## src/rtl/wms_pkg.sv

```systemverilog
// Shared types and default constants for the water management reservoir controllers.
package wms_pkg;

  localparam int LEVEL_W_DEF   = 10;
  localparam int POP_W_DEF     = 8;
  localparam int LOW_TH_DEF    = 300;
  localparam int CRIT_TH_DEF   = 100;
  localparam int HYST_DEF      = 50;
  localparam int BURST_LEN_DEF = 4;

  typedef enum logic [1:0] {
    MODE_NORMAL  = 2'b00,
    MODE_RATION  = 2'b01,
    MODE_DROUGHT = 2'b10
  } mode_t;

  typedef enum logic [1:0] {
    ARB_IDLE  = 2'b00,
    ARB_GRANT = 2'b01,
    ARB_GAP   = 2'b10
  } arb_state_t;

  typedef enum logic {
    SIDE_CITY = 1'b0,
    SIDE_TOWN = 1'b1
  } side_t;

endpackage

```

## src/rtl/wms_level_mode.sv

```systemverilog
// Hysteresis supply-mode FSM driven by registered threshold compares of the reservoir level.
module wms_level_mode
  import wms_pkg::*;
#(
  parameter int LEVEL_W = LEVEL_W_DEF,
  parameter int LOW_TH  = LOW_TH_DEF,
  parameter int CRIT_TH = CRIT_TH_DEF,
  parameter int HYST    = HYST_DEF
) (
  input  logic               clk,
  input  logic               reset,
  input  logic [LEVEL_W-1:0] reservoir_level,
  output mode_t              mode,
  output logic               pump_on
);

  logic  below_crit;
  logic  below_low;
  logic  above_low_hyst;
  logic  above_crit_hyst;
  mode_t mode_next;

  // Reset values describe a full reservoir so the FSM rests in NORMAL.
  always_ff @(posedge clk or posedge reset) begin
    if (reset) begin
      below_crit      <= 1'b0;
      below_low       <= 1'b0;
      above_low_hyst  <= 1'b1;
      above_crit_hyst <= 1'b1;
    end else begin
      below_crit      <= reservoir_level <  LEVEL_W'(CRIT_TH);
      below_low       <= reservoir_level <  LEVEL_W'(LOW_TH);
      above_low_hyst  <= reservoir_level >= LEVEL_W'(LOW_TH + HYST);
      above_crit_hyst <= reservoir_level >= LEVEL_W'(CRIT_TH + HYST);
    end
  end

  always_comb begin
    mode_next = mode;
    case (mode)
      MODE_NORMAL: begin
        if (below_crit)     mode_next = MODE_DROUGHT;
        else if (below_low) mode_next = MODE_RATION;
      end
      MODE_RATION: begin
        if (below_crit)          mode_next = MODE_DROUGHT;
        else if (above_low_hyst) mode_next = MODE_NORMAL;
      end
      MODE_DROUGHT: begin
        if (above_crit_hyst) mode_next = MODE_RATION;
      end
      default: mode_next = MODE_NORMAL;
    endcase
  end

  // pump_on follows the mode being entered so both change on the same edge.
  always_ff @(posedge clk or posedge reset) begin
    if (reset) begin
      mode    <= MODE_NORMAL;
      pump_on <= 1'b0;
    end else begin
      mode    <= mode_next;
      pump_on <= (mode_next != MODE_NORMAL);
    end
  end

endmodule

```

## src/rtl/water_release_scheduler.sv

```systemverilog
// Round-robin city/town release arbiter with population-sized bursts, gated by the supply mode.
module water_release_scheduler
  import wms_pkg::*;
#(
  parameter int LEVEL_W   = LEVEL_W_DEF,
  parameter int POP_W     = POP_W_DEF,
  parameter int LOW_TH    = LOW_TH_DEF,
  parameter int CRIT_TH   = CRIT_TH_DEF,
  parameter int HYST      = HYST_DEF,
  parameter int BURST_LEN = BURST_LEN_DEF
) (
  input  logic               clk,
  input  logic               reset,
  input  logic [LEVEL_W-1:0] reservoir_level,
  input  logic               underflow,
  input  logic [POP_W-1:0]   city_population,
  input  logic [POP_W-1:0]   town_population,
  input  logic               city_req,
  input  logic               town_req,
  output logic               city_grant,
  output logic               town_grant,
  output logic [LEVEL_W-1:0] release_amt,
  output logic               pump_on,
  output logic [1:0]         mode,
  output logic               denied
);

  localparam int CNT_W = (BURST_LEN > 1) ? $clog2(BURST_LEN) : 1;

  mode_t              cur_mode;
  arb_state_t         state;
  side_t              last_served;
  logic [CNT_W-1:0]   burst_cnt;
  logic               pick_town;
  logic [POP_W-1:0]   sel_pop;
  logic [LEVEL_W-1:0] amt;
  logic               eligible;

  wms_level_mode #(
    .LEVEL_W (LEVEL_W),
    .LOW_TH  (LOW_TH),
    .CRIT_TH (CRIT_TH),
    .HYST    (HYST)
  ) u_level_mode (
    .clk             (clk),
    .reset           (reset),
    .reservoir_level (reservoir_level),
    .mode            (cur_mode),
    .pump_on         (pump_on)
  );

  assign mode = cur_mode;

  // Town wins when it is the only requester or when city was served last.
  always_comb begin
    pick_town = town_req && (!city_req || (last_served == SIDE_CITY));
    sel_pop   = pick_town ? town_population : city_population;
    amt       = LEVEL_W'(sel_pop);
    if (cur_mode == MODE_RATION) amt = LEVEL_W'(sel_pop >> 1);
    eligible  = (cur_mode != MODE_DROUGHT) && (amt <= reservoir_level);
  end

  always_ff @(posedge clk or posedge reset) begin
    if (reset) begin
      state       <= ARB_IDLE;
      city_grant  <= 1'b0;
      town_grant  <= 1'b0;
      release_amt <= '0;
      denied      <= 1'b0;
      last_served <= SIDE_TOWN;
      burst_cnt   <= '0;
    end else begin
      denied <= 1'b0;
      case (state)
        ARB_IDLE: begin
          if (city_req || town_req) begin
            last_served <= pick_town ? SIDE_TOWN : SIDE_CITY;
            if (eligible) begin
              city_grant  <= !pick_town;
              town_grant  <= pick_town;
              release_amt <= amt;
              burst_cnt   <= '0;
              state       <= ARB_GRANT;
            end else begin
              denied <= 1'b1;
            end
          end
        end
        ARB_GRANT: begin
          // Underflow aborts early; otherwise the burst runs its full length.
          if (underflow || (burst_cnt == CNT_W'(BURST_LEN - 1))) begin
            city_grant  <= 1'b0;
            town_grant  <= 1'b0;
            release_amt <= '0;
            state       <= ARB_GAP;
          end else begin
            burst_cnt <= burst_cnt + CNT_W'(1);
          end
        end
        ARB_GAP: state <= ARB_IDLE;
        default: begin
          city_grant  <= 1'b0;
          town_grant  <= 1'b0;
          release_amt <= '0;
          state       <= ARB_IDLE;
        end
      endcase
    end
  end

endmodule

```

## config.mk

```make
export PLATFORM = sky130hd
export DESIGN_NAME = water_release_scheduler
export DESIGN_NICKNAME = d
export VERILOG_FILES = /design/src/rtl/wms_pkg.sv /design/src/rtl/wms_level_mode.sv /design/src/rtl/water_release_scheduler.sv
export SDC_FILE = /design/constraint.sdc
export NUM_CORES = 1
export LEC_CHECK = 0
export CAP_MARGIN = 20
export CORE_ASPECT_RATIO = 0.9
export CORE_MARGIN = 3
export CORE_UTILIZATION = 45
export DETAILED_ROUTE_END_ITERATION = 12
export DONT_BUFFER_PORTS = 1
export PLACE_DENSITY = 0.63
export SETUP_SLACK_MARGIN = 0.3
export SYNTH_ARGS = -nofsm -noshare
export SYNTH_HDL_FRONTEND = slang
export SYNTH_SLANG_ARGS = --single-unit
```

## constraint.sdc

```tcl
create_clock -name clk -period 5.75 [get_ports clk]
set_input_delay 1.15 -clock clk [delete_from_list [all_inputs] [get_ports clk]]
set_output_delay 1.15 -clock clk [all_outputs]
set_load 0.005 [all_outputs]
```

==> out/qor.yml <==
syn_inst: 125
ctsRootBufferMaster: "clkbuf_4"
seqCellArea_um2: 579
nets: 167
fin_worst_hold_slack_ns: 0.542
insertion_delay_ns: 0.31
hold_path_class: "flop to flop"
routabilityCongestion: 0.763
finalCritPeriodShare: 0.654
powerDensity_nw_per_um2: 370
synth_area_per_cell_um2: 11.3
vdd_drop_max_v: 0.000164
drt-total-wl_um: 2930
rsz0062_at_grt: "no"
grt_usage: 0.167
cts_max_level: 1
io_pins: 47
grt_max_degree: 24
gr-total-overflow: 0
grt_pass1_vias: 1052
min_from: "u_level_mode.below_crit"
postRouteAntennaNets: 0
start_util: 0.492
dieArea_um2: 3830
wl_per_cell_um: 17.6
fillers: 265
yosysSeqAreaShare: 0.412
cts_resized: 0
drive_gt1_frac: 0.159
cp.arrival_ns: 3.91
clkTransAtPathRegs_ns: 0.11
via_per_inst: 6.04
tritoncts: "yes"
power.total_mw: 0.542
r2r_slack_ns: 2.44
area_growth_pct: 4.27
grt_antenna_before_repair: 0
rows: 18
critical_path.max_fanout: 13
num_vias: 1003
die_w_um: 64.9
tns_ns: 0
ys_ff_latch: 23
tightestPinTransition_ns: 0.858
setup_violations: 0
relSlewSlack: 0.427
multi_input_area_um2: 761
whs_endpoint: "u_level_mode.mode[0]"
core-area_um2: 2860
post-route-min-period_ns: 3.76
fmax_ghz: 0.266
cp.required_ns: 5.90
clock-sinks: 23
crit_type: "input port to flop"
hold_viol: 0
critPathLaunchType: "input port"
holdBufCountCts: 0
yosysUniqueCellTypes: 40
drt_iter0_markers: 31
end_kind: "flop"
clockBufferDepth: 2
die_h_um: 59.0
drv_cap: 0
antenna_cells: 0
r2r-start: "last_served"
slew_viol_final: 0
grt_pass1_wl_um: 4960
cts_setup_buffers: 0
regToRegEndpoint: "burst_cnt[1]"
r2r_cells: 9
drc: 0
netlist_area_um2: 1410
status: "complete, no violations"
hold_depth: 1
io_buffers: 0
fin_skew_ns: 0.0203
numCtsBuffers: 3
firstDrtPassIters: 4
dp_hpwl_um: 2350
p_leak_nw: 0.660
yosys_warnings: 0
==> through the flow <==
stage / utilization / setup slack, ns / instances / cell area, um2
floorplan: - / 2.13 / 126 / 1410
finish: 0.513 / 1.99 / 166 / 1470
CTS: 0.513 / 2.02 / 166 / 1470
global placement: 0.503 / 1.81 / 162 / 1440
detailed placement: 0.503 / 1.70 / 162 / 1440
global route: 0.513 / 1.82 / 166 / 1470
==> worst max-delay path: stages <==
cell and delay [ns]:
a21boi_1 0.14, buf_4 0.23, mux4_2 0.54, ha_1 0.33, nand4_1 0.17, or2_1 0.27
and2_1 0.18, a211oi_2 0.74, o21ai_1 0.18
==> synthesized netlist by cell type, drive strengths merged <==
| library cell | number | area, um2 |
|---|---|---|
| dfrtp | 20 | 500 |
| inv | 11 | 41.3 |
| a22o | 10 | 87.6 |
| ha | 9 | 113 |
| a21oi | 8 | 40.0 |
| mux4 | 7 | 158 |
| nor2 | 6 | 22.5 |
| buf | 4 | 25.0 |
| nand2 | 4 | 15.0 |
| o21ai | 4 | 20.0 |
| dfstp | 3 | 78.8 |
| nor2b | 3 | 18.8 |
| nor4 | 3 | 18.8 |
| o211ai | 3 | 22.5 |
| or2 | 3 | 18.8 |
| a211o | 2 | 17.5 |
| a21o | 2 | 15.0 |
| and2 | 2 | 12.5 |
| mux2 | 2 | 22.5 |
| nand3 | 2 | 10.0 |
| nand4 | 2 | 12.5 |
| a211oi | 1 | 12.5 |
| a21boi | 1 | 7.51 |
| a221oi | 1 | 15.0 |
| a311oi | 1 | 8.76 |
| a31oi | 1 | 6.26 |
| a41oi | 1 | 8.76 |
| clkbuf | 1 | 3.75 |
| conb | 1 | 3.75 |
| nand2b | 1 | 6.26 |
| nor3 | 1 | 5.00 |
| nor3b | 1 | 7.51 |
| nor4b | 1 | 23.8 |
| o2111a | 1 | 11.3 |
| o32ai | 1 | 8.76 |
| or2b | 1 | 7.51 |
==> where the power goes <==
| part | internal [mW] | switching (mW) | total, mW |
|---|---|---|---|
| Clock | 0.0259 | 0.0471 | 0.0731 |
| Sequential | 0.217 | 0.0491 | 0.266 |
| Combinational | 0.0967 | 0.107 | 0.204 |
==> registers in the layout (all words and copies together) (netlist names) <==
register                      cells
town_grant                        1
denied                            1
u_level_mode.below_crit           1
u_level_mode.pump_on              1
burst_cnt                         2
city_grant                        1
u_level_mode.above_crit_hyst      1
last_served                       1
u_level_mode.mode                 2
release_amt                       8
u_level_mode.below_low            1
u_level_mode.above_low_hyst       1
state                             2
==> worst max path at each step <==
stage	startpoint	end	cells past startpoint	slack [ns]
3_3_place_gp	town_req	release_amt[3]	9	1.81
6_report	town_req	burst_cnt[1]	9	1.99
4_1_cts	town_req	burst_cnt[1]	9	2.02
2_1_floorplan	town_req	burst_cnt[0]	10	2.13
3_5_place_dp	town_req	burst_cnt[1]	9	1.70
5_1_grt	town_req	burst_cnt[0]	9	1.82
==> logic make-up (layout without fill, tap and decap cells) <==
kind of cell,count (synthesis),after routing,synth area share
compound gates,37,37,0.200
simple gates,30,30,0.127
flops,23,23,0.412
buf+inv,16,16,0.0498
fa+ha+maj,9,9,0.0801
mux,9,9,0.128
other cells,1,2,0.00267
==> metal layers <==
layer,track usage,share of wire,vias up
li1,-,-,478
met1,0.213,0.41,478
met2,0.283,0.48,45
met3,0.0569,0.099,2
met4,0.0271,0.0034,0
met5,0,0,-
==> cell type report <==
type / count / area share
multi-input combinational: 87 / 0.519
timing repair buffer: 1 / 0.00512
clock inverter: 1 / 0.00341
sequential: 23 / 0.395
inverter: 11 / 0.0282
clock buffer: 3 / 0.0154
tap: 40 / 0.0341
==> layout by cell type (no fill, tap or decap), types with 2 or more instances in the layout <==
cell      instances
mux4_2            7
a211o_1           2
a21oi_1           8
o211ai_1          3
nor4_1            3
nor2b_1           3
or2_1             3
clkbuf_4          3
inv_1            10
o21ai_1           3
dfrtp_1          20
and2_1            2
a21o_1            2
dfstp_2           3
nand4_1           2
ha_1              9
nand3_1           2
a22o_1           10
nor2_1            6
conb_1            2
nand2_1           4
Note: power is estimated with default switching activity, not from simulation.
